### src/rtl/dot_pkg.sv
// Shared constants and types for the dot-product host sequencer.
package dot_pkg;

    localparam int DOT_N_IN   = 20;
    localparam int DOT_N_OUT  = 10;
    localparam int DOT_DATA_W = 32;

    typedef enum logic [1:0] {
        IDLE = 2'd0,
        SEND = 2'd1,
        RECV = 2'd2,
        DONE = 2'd3
    } seq_state_t;

    typedef logic [31:0] fp32_t;

endpackage

### src/rtl/axis_seq_buf.sv
// Word buffer: synchronous write, registered read with write-first bypass.
// Out-of-range writes are dropped and out-of-range reads return zero.
module axis_seq_buf #(
    parameter int DEPTH = 20,
    parameter int W     = 32,
    parameter int AW    = $clog2(DEPTH)
) (
    input  logic          clk,
    input  logic          rst_n,
    input  logic          wr_en,
    input  logic [AW-1:0] wr_addr,
    input  logic [W-1:0]  wr_data,
    input  logic [AW-1:0] rd_addr,
    output logic [W-1:0]  rd_data
);

    localparam logic [AW-1:0] LAST_ADDR = AW'(DEPTH - 1);

    logic [W-1:0] mem [DEPTH];

    // Storage write; contents survive reset.
    always_ff @(posedge clk) begin
        if (wr_en && (wr_addr <= LAST_ADDR)) begin
            mem[wr_addr] <= wr_data;
        end
    end

    // Registered read; a same-cycle write to the read index is forwarded.
    always_ff @(posedge clk or negedge rst_n) begin
        if (!rst_n) begin
            rd_data <= '0;
        end else if (rd_addr > LAST_ADDR) begin
            rd_data <= '0;
        end else if (wr_en && (wr_addr == rd_addr)) begin
            rd_data <= wr_data;
        end else begin
            rd_data <= mem[rd_addr];
        end
    end

endmodule

### src/rtl/axis_dot_host_seq.sv
// Host-side sequencer for the dot-product accelerator: sends the input
// vector on TX, gathers results from RX, reports status and run time.
//
// Handshakes: a word transfers on a rising edge where VALID and READY are
// both high. TX holds TDATA/TLAST stable while TVALID=1 and TREADY=0; TVALID
// never depends on TREADY. RX_AXIS_TREADY is high only in RECV.
module axis_dot_host_seq
    import dot_pkg::*;
#(
    parameter int N_IN    = DOT_N_IN,
    parameter int N_OUT   = DOT_N_OUT,
    parameter int DATA_W  = DOT_DATA_W,
    parameter int CNT_W   = 32,
    parameter int TIMEOUT = 44100
) (
    input  logic                     aclk,
    input  logic                     aresetn,
    input  logic                     start,
    input  logic                     wr_en,
    input  logic [$clog2(N_IN)-1:0]  wr_addr,
    input  logic [DATA_W-1:0]        wr_data,
    input  logic [$clog2(N_OUT)-1:0] rd_addr,
    output logic [DATA_W-1:0]        rd_data,
    output logic                     busy,
    output logic                     done,
    output logic                     err_last,
    output logic                     err_timeout,
    output logic [CNT_W-1:0]         cycles,
    output logic [1:0]               state_dbg,
    output logic [DATA_W-1:0]        TX_AXIS_TDATA,
    output logic                     TX_AXIS_TLAST,
    output logic                     TX_AXIS_TVALID,
    input  logic                     TX_AXIS_TREADY,
    input  logic [DATA_W-1:0]        RX_AXIS_TDATA,
    input  logic                     RX_AXIS_TLAST,
    input  logic                     RX_AXIS_TVALID,
    output logic                     RX_AXIS_TREADY
);

    localparam int IN_AW  = $clog2(N_IN);
    localparam int OUT_AW = $clog2(N_OUT);
    localparam logic [IN_AW-1:0]  IDX_LAST  = IN_AW'(N_IN - 1);
    localparam logic [OUT_AW-1:0] RIDX_LAST = OUT_AW'(N_OUT - 1);
    localparam logic [CNT_W-1:0]  CNT_LIMIT = CNT_W'(TIMEOUT);

    seq_state_t        state, state_n;
    logic [IN_AW-1:0]  idx, idx_n, tx_raddr;
    logic [OUT_AW-1:0] ridx, ridx_n;
    logic [CNT_W-1:0]  cycles_n, cnt_inc;
    logic              err_last_n, err_timeout_n;
    logic              start_ok, tx_hs, rx_hs, hit_timeout;

    assign start_ok    = start && ((state == IDLE) || (state == DONE));
    assign tx_hs       = (state == SEND) && TX_AXIS_TREADY;
    assign rx_hs       = (state == RECV) && RX_AXIS_TVALID;
    assign cnt_inc     = (&cycles) ? cycles : cycles + 1'b1;
    assign hit_timeout = ((state == SEND) || (state == RECV)) && (cnt_inc == CNT_LIMIT);

    assign busy           = (state == SEND) || (state == RECV);
    assign done           = (state == DONE);
    assign state_dbg      = state;
    assign TX_AXIS_TVALID = (state == SEND);
    assign TX_AXIS_TLAST  = (state == SEND) && (idx == IDX_LAST);
    assign RX_AXIS_TREADY = (state == RECV);

    // Input vector; the host port is locked out while a run is in flight.
    // Its read side prefetches the word TX will present next cycle.
    axis_seq_buf #(.DEPTH(N_IN), .W(DATA_W)) u_inbuf (
        .clk     (aclk),
        .rst_n   (aresetn),
        .wr_en   (wr_en && !busy),
        .wr_addr (wr_addr),
        .wr_data (wr_data),
        .rd_addr (tx_raddr),
        .rd_data (TX_AXIS_TDATA)
    );

    // Result vector, written by RX handshakes, read by the host.
    axis_seq_buf #(.DEPTH(N_OUT), .W(DATA_W)) u_resbuf (
        .clk     (aclk),
        .rst_n   (aresetn),
        .wr_en   (rx_hs),
        .wr_addr (ridx),
        .wr_data (RX_AXIS_TDATA),
        .rd_addr (rd_addr),
        .rd_data (rd_data)
    );

    // State, indices, counter and sticky error flags.
    always_ff @(posedge aclk or negedge aresetn) begin
        if (!aresetn) begin
            state       <= IDLE;
            idx         <= '0;
            ridx        <= '0;
            cycles      <= '0;
            err_last    <= 1'b0;
            err_timeout <= 1'b0;
        end else begin
            state       <= state_n;
            idx         <= idx_n;
            ridx        <= ridx_n;
            cycles      <= cycles_n;
            err_last    <= err_last_n;
            err_timeout <= err_timeout_n;
        end
    end

    // Next-state logic and inbuf read address selection.
    always_comb begin
        state_n       = state;
        idx_n         = idx;
        ridx_n        = ridx;
        cycles_n      = cycles;
        err_last_n    = err_last;
        err_timeout_n = err_timeout;
        tx_raddr      = idx;
        case (state)
            IDLE, DONE: begin
                if (start_ok) begin
                    state_n       = SEND;
                    idx_n         = '0;
                    ridx_n        = '0;
                    cycles_n      = '0;
                    err_last_n    = 1'b0;
                    err_timeout_n = 1'b0;
                    tx_raddr      = '0;
                end
            end
            SEND: begin
                cycles_n = cnt_inc;
                if (tx_hs) begin
                    idx_n    = idx + 1'b1;
                    tx_raddr = idx + 1'b1;
                    if (idx == IDX_LAST) begin
                        state_n = RECV;
                    end
                end
                if (hit_timeout) begin
                    state_n       = DONE;
                    err_timeout_n = 1'b1;
                end
            end
            RECV: begin
                cycles_n = cnt_inc;
                if (rx_hs) begin
                    ridx_n = ridx + 1'b1;
                    if ((ridx == RIDX_LAST) || RX_AXIS_TLAST) begin
                        state_n    = DONE;
                        err_last_n = !((ridx == RIDX_LAST) && RX_AXIS_TLAST);
                    end
                end
                if (hit_timeout && (state_n != DONE)) begin
                    state_n       = DONE;
                    err_timeout_n = 1'b1;
                end
            end
            default: state_n = IDLE;
        endcase
    end

endmodule

### config.mk
export PLATFORM = sky130hd
export DESIGN_NAME = axis_dot_host_seq
export DESIGN_NICKNAME = d
export VERILOG_FILES = /design/src/rtl/dot_pkg.sv /design/src/rtl/axis_seq_buf.sv /design/src/rtl/axis_dot_host_seq.sv
export SDC_FILE = /design/constraint.sdc
export NUM_CORES = 1
export LEC_CHECK = 0
export CAP_MARGIN = 20
export CORE_MARGIN = 2
export CORE_UTILIZATION = 55
export DETAILED_ROUTE_END_ITERATION = 10
export PLACE_DENSITY_LB_ADDON = 0.12
export RECOVER_POWER = 25
export SLEW_MARGIN = 20
export SYNTH_ARGS = -nofsm -noshare
export SYNTH_HDL_FRONTEND = slang
export SYNTH_SLANG_ARGS = --single-unit
### constraint.sdc
create_clock -name aclk -period 3.8 [get_ports aclk]
set_input_delay 0.76 -clock aclk [delete_from_list [all_inputs] [get_ports aclk]]
set_output_delay 0.76 -clock aclk [all_outputs]
set_load 0.01 [all_outputs]
==> results of run 1 <==
-- flip-flops by register name, indices dropped and copies added, names as in the netlist --
signal,count
ridx,4
u_resbuf.rd_data,32
cycles,32
err_timeout,1
err_last,1
u_inbuf.mem,640
state_dbg,2
u_inbuf.rd_data,32
u_resbuf.mem,320
idx,5
-- per-stage QoR --
stage	setup WS [ns]	hold WS, ns	area (um2)	setup TNS [ns]
6_report	0.308	0.532	50600	0
5_1_grt	0.0994	0.547	50600	0
4_1_cts	0.423	0.152	50600	0
2_1_floorplan	-0.355	0.464	43100	-22.74
3_3_place_gp	0.175	0.525	47100	0
3_5_place_dp	0.118	0.519	47100	0
-- logic make-up after synthesis --
| group | count (synthesis) |
|---|---|
| muxes | 105 |
| DFF | 1069 |
| buffers and inverters | 235 |
| xor gates and xnor gates | 35 |
| AOI/OAI and AO/OA | 549 |
| and+or+nand+nor | 997 |
| adders and majority gates | 11 |
-- power groups by stage --
stage / Combinational [W] / Sequential [W] / Clock (W)
global route: 0.00539 / 0.0137 / 0.0110
finish: 0.00500 / 0.0136 / 0.0103
global placement: 0.00487 / 0.0139 / 0
floorplan: 0.00270 / 0.0139 / 0
CTS: 0.00500 / 0.0136 / 0.0105
detailed placement: 0.00497 / 0.0139 / 0
-- worst max path at each step --
stage | start | end | slack (ns) | cells past startpoint
CTS | state_dbg[0]$_DFFE_PN0P_ | u_inbuf.rd_data[24]$_DFF_PN0_ | 0.42 | 13
global placement | TX_AXIS_TREADY | u_inbuf.rd_data[24]$_DFF_PN0_ | 0.17 | 12
floorplan | state_dbg[0]$_DFFE_PN0P_ | u_resbuf.mem[9][0]$_DFFE_PP_ | -0.36 | 5
finish | state_dbg[0]$_DFFE_PN0P_ | u_inbuf.rd_data[24]$_DFF_PN0_ | 0.31 | 13
detailed placement | TX_AXIS_TREADY | u_inbuf.rd_data[24]$_DFF_PN0_ | 0.12 | 12
global route | cycles[5]$_DFFE_PN0N_ | err_timeout$_DFFE_PN0P_ | 0.1 | 10
-- layout make-up --
class,instances,share of cell area
sequential,1069,0.624
multi-input combinational,1697,0.214
timing repair buffer,311,0.0662
clock buffer,148,0.0584
tap,1040,0.0257
clock inverter,52,0.00994
inverter,16,0.00143
antenna,5,0.000247
-- cell usage after synthesis (4+ instances only) --
master	count
edfxtp_1	960
nand2_1	563
clkbuf_1	177
nand3_1	152
a21oi_1	136
a311oi_1	127
dfrtp_1	109
and3_1	107
a211oi_1	98
nor2_1	82
mux4_2	64
o21ai_0	61
o22ai_1	42
a31oi_1	39
mux2i_1	38
buf_1	22
xnor2_1	21
buf_2	19
nand4_1	16
inv_1	14
nor3_1	14
xor2_1	14
and2_1	12
ha_1	11
a22o_1	7
or3_1	7
and4_1	6
a21o_1	5
nor2b_1	4
nor4_1	4
o31ai_1	4
-- layout by cell type (no fill, tap or decap), types with 78 or more instances in the layout --
cell type,instances
a311oi_1,127
dfrtp_1,109
clkbuf_16,108
and3_1,107
clkdlybuf4s50_1,142
nand3_1,152
a21oi_1,136
edfxtp_1,960
nand2_1,563
buf_4,78
a211oi_1,98
-- metal layers --
layer  global-route usage  wire [um]
met5                    0         26
met4               0.0885       3090
met3               0.0371       8230
met2                0.461      55600
met1                0.370      43900
==> impl_metrics.json, run 1 <==
{
  "grt_pass1_vias": 27200,
  "muxShareOfSynthArea": 0.0431,
  "min_path_type": "register to register",
  "end_kind": "register",
  "synth_area_leaders": "edfxtp_1 67%, dfrtp_1 6.3%, nand2_1 4.9%",
  "die-area_mm2": 0.0805,
  "cp_slowest_cell": "dfrtp_1",
  "routed_wl_mm": 111,
  "via_count": 27100,
  "synth_flop_cell": "edfxtp_1",
  "grt_pass1_wl_mm": 167,
  "ys_seq_elements": 1069,
  "synth_compound_area_frac": 0.0876,
  "synth_area_mm2": 0.0431,
  "clk_path_buf_depth": 3,
  "synth-xor-area-share": 0.00712,
  "layout.nets": 3293,
  "fill_cells": 5370,
  "wl_per_cell_um": 25.5,
  "crit_fanout": 67,
  "seq_area_frac_synth": 0.733,
  "period_share": 0.919,
  "vias_per_cell": 6.25,
  "max-vdd-ir-drop_uv": 521,
  "crit_top_cell": "a21oi_1",
  "drt-initial-drc-count": 2916,
  "synth_edf_count": 960,
  "clk_pin_slew_ns": 0.06,
  "yosys.area_share.adder": 0.00320,
  "coreArea_mm2": 0.0775,
  "area_growth_pct": 17.5,
  "cts.sink_count": 1069,
  "crit_type": "register to register",
  "maxCapViolCount": 3,
  "swShare": 0.265,
  "yosysWarnings": 0,
  "start_kind": "register",
  "initial_core_util": 0.556,
  "tightest_slew_ns": 2.05,
  "comb_power_share": 0.173,
  "antenna_found_initial": 7,
  "rows": 102,
  "max_slew_margin": -0.369,
  "internal_power_w": 0.0213,
  "drcViolationCount": 0,
  "cts_tree": "yes",
  "rr_worst_depth": 13,
  "final_cell_count_no_fill": 4338,
  "port_buffers": 184,
  "die_y_um": 284,
  "p_leak_nw": 17.1,
  "numCtsBuffers": 107,
  "die_w_um": 284,
  "min_from": "err_timeout$_DFFE_PN0P_",
  "fin_worst_skew_ns": 0.0213,
  "multiInputGateArea_mm2": 0.0108,
  "min_to": "err_timeout$_DFFE_PN0P_",
  "place_hpwl_mm": 61.7,
  "grt_util_all_layers": 0.273,
  "cp_slowest_stage_delay_ns": 0.44,
  "final_antenna_net_count": 0,
  "final-setup-viol-count": 0,
  "clock_latency_ns": 0.66,
  "gr-total-overflow": 0,
  "final_max_slew_viol_count": 104,
  "worstPathRequired_ns": 4.32,
  "max_freq_mhz": 286,
  "htree_levels": 3,
  "clockRootBuffer": "clkbuf_16",
  "synth.distinct_cells": 70,
  "first_pass_iters": 5,
  "r2r_end": "u_inbuf.rd_data[24]$_DFF_PN0_",
  "cp_cell_sequence": "inv_1 > ha_1 > and3b_1 > o21ai_4 > and2_4 > buf_12 > buf_12 > nand2_1 > a311oi_1 > a31oi_1 > a21oi_1 > a21oi_1 > a21oi_1",
  "post_cts_buffers": 0,
  "critPathTopFamily": "compound AO/OA/AOI/OAI gates",
  "synth_nets": 3092,
  "synth-async-reset-ratio": 0.102,
  "place_congestion": 0.889,
  "crit_buf_inv": 3,
  "regArea_mm2": 0.0316,
  "io_pins": 185,
  "drive_gt1_frac": 0.126,
  "syn_avg_cell_area_um2": 14.3,
  "grt_max_degree": 75,
  "hold_viol": 0,
  "status": "complete, but fails checks",
  "arrival_ns": 4.02,
  "dp.cells": 4133,
  "synth_area_leader_cell": "edfxtp_1",
  "reg2reg_slack_ns": 0.31,
  "rsz0062_at_grt": "false",
  "clockPowerShare": 0.357,
  "post_cts_resized": 0,
  "synth-simple-area-share": 0.105,
  "total_power_w": 0.0290,
  "finalCriticalPeriod_ns": 3.49,
  "violations": "max-capacitance violations, max-slew violations",
  "synth_top_family_by_area": "simple AND/OR/NAND/NOR gates",
  "p_switching_w": 0.00768,
  "synth_cells": 3001,
  "final_core_util": 0.653,
  "powerDensity_mw_per_mm2": 572,
  "hold_depth": 1,
  "cts_hold_buffers": 0,
  "regToRegStartpoint": "state_dbg[0]$_DFFE_PN0P_",
  "seq_power_share": 0.470,
  "synth_top_area_share": 0.670
}
No activity file was read; power rests on OpenSTA's default activity.
==> run 2, diff against run 1 <==
Settings changed: CORE_MARGIN 2 to not set, PLACE_DENSITY set to 0.76, PLACE_DENSITY_LB_ADDON 0.12 to not set.
==> run 2 against run 1 <==
Against the previous run: cell count about the same; global-route usage increased by 0.57 points; critical path type unchanged; clock power rose by 5%; die area shrank 1.4%; register-to-register slack worse by 0.03 ns; the run still ends with max-capacitance violations, max-slew violations left; worst hold slack lost 0.026 ns; cell area about the same; largest power group unchanged; sequential share of layout area about the same; sequential power about the same.
==> impl_metrics.json, run 2 (synthesis gave the netlist of run 1 again) <==
{
  "final_antenna_net_count": 0,
  "grt_max_degree": 65,
  "status": "complete, but fails checks",
  "area_growth_pct": 17.5,
  "internal_power_w": 0.0216,
  "cts_tree": "yes",
  "crit_fanout": 8,
  "grt_pass1_wl_mm": 166,
  "seq_power_share": 0.463,
  "comb_power_share": 0.172,
  "r2r_end": "err_timeout$_DFFE_PN0P_",
  "dr_wl_met3_mm": 10.4,
  "grt_pass1_vias": 27400,
  "final_core_util": 0.653,
  "initial_core_util": 0.556,
  "wl_met2_mm": 54.1,
  "swShare": 0.269,
  "dp.cells": 4129,
  "fin_tns_setup_ns": 0,
  "drive_gt1_frac": 0.127,
  "wl_per_cell_um": 25.5,
  "min_to": "err_timeout$_DFFE_PN0P_",
  "clk_pin_slew_ns": 0.06,
  "numCtsBuffers": 106,
  "routed_wl_mm": 111,
  "place_hpwl_mm": 61.2,
  "worstPathRequired_ns": 4.39,
  "rsz0062_at_grt": "false",
  "reg.largest.list": "u_inbuf.mem x640, u_resbuf.mem x320",
  "end_kind": "register",
  "powerDensity_mw_per_mm2": 583,
  "first_pass_iters": 7,
  "total_power_w": 0.0295,
  "gr-total-overflow": 0,
  "mostFrequentLayoutCells": "960 x edfxtp_1, 563 x nand2_1, 152 x nand3_1, 141 x clkdlybuf4s50_1, 136 x a21oi_1",
  "rows": 102,
  "clockPowerShare": 0.365,
  "die_y_um": 282,
  "regToRegStartpoint": "cycles[1]$_DFFE_PN0N_",
  "start_kind": "register",
  "maxCapViolCount": 2,
  "drcViolationCount": 0,
  "reg2reg_slack_ns": 0.28,
  "rr_worst_depth": 10,
  "antenna_found_initial": 6,
  "place_congestion": 0.867,
  "arrival_ns": 4.11,
  "regMostFlops": "u_inbuf.mem",
  "max_slew_margin": -0.304,
  "cts.sink_count": 1069,
  "hold_depth": 1,
  "crit_type": "register to register",
  "cts_hold_buffers": 0,
  "via_count": 27900,
  "largest_reg_flops": 640,
  "final_common_cell": "edfxtp_1",
  "period_share": 0.928,
  "drt-initial-drc-count": 3591,
  "min_from": "err_timeout$_DFFE_PN0P_",
  "grt_util_all_layers": 0.279,
  "wl_met1_mm": 42.3,
  "p_switching_w": 0.00794,
  "max_freq_mhz": 284,
  "final_cell_count_no_fill": 4335,
  "p_leak_nw": 17.1,
  "die_w_um": 282,
  "coreArea_mm2": 0.0775,
  "whs_ns": 0.506,
  "violations": "max-capacitance violations, max-slew violations",
  "layout.nets": 3291,
  "vias_per_cell": 6.43,
  "htree_levels": 3,
  "finalCriticalPeriod_ns": 3.52,
  "final-setup-viol-count": 0,
  "final_max_slew_viol_count": 112,
  "min_path_type": "register to register",
  "die-area_mm2": 0.0794,
  "worstSetupStartpoint": "cycles[1]$_DFFE_PN0N_",
  "port_buffers": 184,
  "fin_worst_skew_ns": 0.0589,
  "clk_path_buf_depth": 3,
  "clockRootBuffer": "clkbuf_16",
  "hold_viol": 0,
  "highest_layer": "met5",
  "io_pins": 185,
  "tightest_slew_ns": 1.96,
  "clock_latency_ns": 0.70,
  "max-vdd-ir-drop_uv": 524
}
## run 2: cell types whose count changed in the layout (fill, tap and decap cells not counted), sizes merged
cell / delta
dlygate4sd3: +1
buf: +1
inv: -2
bufinv: +5
clkbuf: -16
clkinvlp: +1
clkdlybuf4s50: -1
diode: -1
clkinv: +9
## run 2: worst max-delay path by stage
stage	cells past startpoint	slack [ns]	end
after detailed placement	11	0.18	u_inbuf.rd_data[24]$_DFF_PN0_
after global placement	11	0.31	u_inbuf.rd_data[11]$_DFF_PN0_
after floorplan	5	-0.36	u_resbuf.mem[9][0]$_DFFE_PP_
final	10	0.28	err_timeout$_DFFE_PN0P_
after global routing	10	0.09	state_dbg[0]$_DFFE_PN0P_
after CTS	5	0.08	busy
## run 2: critical path, cell delays in order (launching register included)
cell and delay, ns:
dfrtp_1 0.49, ha_1 0.30, nand3_1 0.16, nor4_2 0.51, nand3_1 0.32, a311o_1 0.41, a211oi_1 0.29, nand4_1 0.29
o21ai_0 0.32, nand3_1 0.11, a32o_1 0.21
## run 2: area by class of cell
type                            instances  area [um2]
Tap cell                             1040        1300
Fill cell                            5228       26900
Clock inverter                         65         810
Clock buffer                          134        2820
Sequential cell                      1069       31600
Inverter                               16        76.3
Timing Repair Buffer                  310        3210
Antenna cell                            4        10.0
Multi-Input combinational cell       1697       10800
## run 2: through the flow
stage	cell area [um2]	worst slack, ns
global placement	47000	0.314
detailed placement	47000	0.180
finish	50600	0.275
global route	50600	0.0899
CTS	50600	0.0767
floorplan	43100	-0.355
## run 2: routing by layer
metal  vias up  global-route usage
met2      1689               0.452
met4         6               0.116
li1      12000                   -
met3       296              0.0500
met5         -                   0
met1     13900               0.374
## run 2: repair_timing
| item | CTS | global route |
|---|---|---|
| setup endpoints to repair | 0 | 1 |
| buffers inserted | 0 | 3 |
| gates resized for setup | 0 | 1 |
## run 2: power groups by stage
stage          registers [W]  logic (W)  clock network [W]
6_report              0.0137    0.00508             0.0108
5_1_grt               0.0137    0.00546             0.0113
4_1_cts               0.0137    0.00502             0.0108
3_5_place_dp          0.0139    0.00496                  0
3_3_place_gp          0.0139    0.00481                  0
2_1_floorplan         0.0139    0.00270                  0
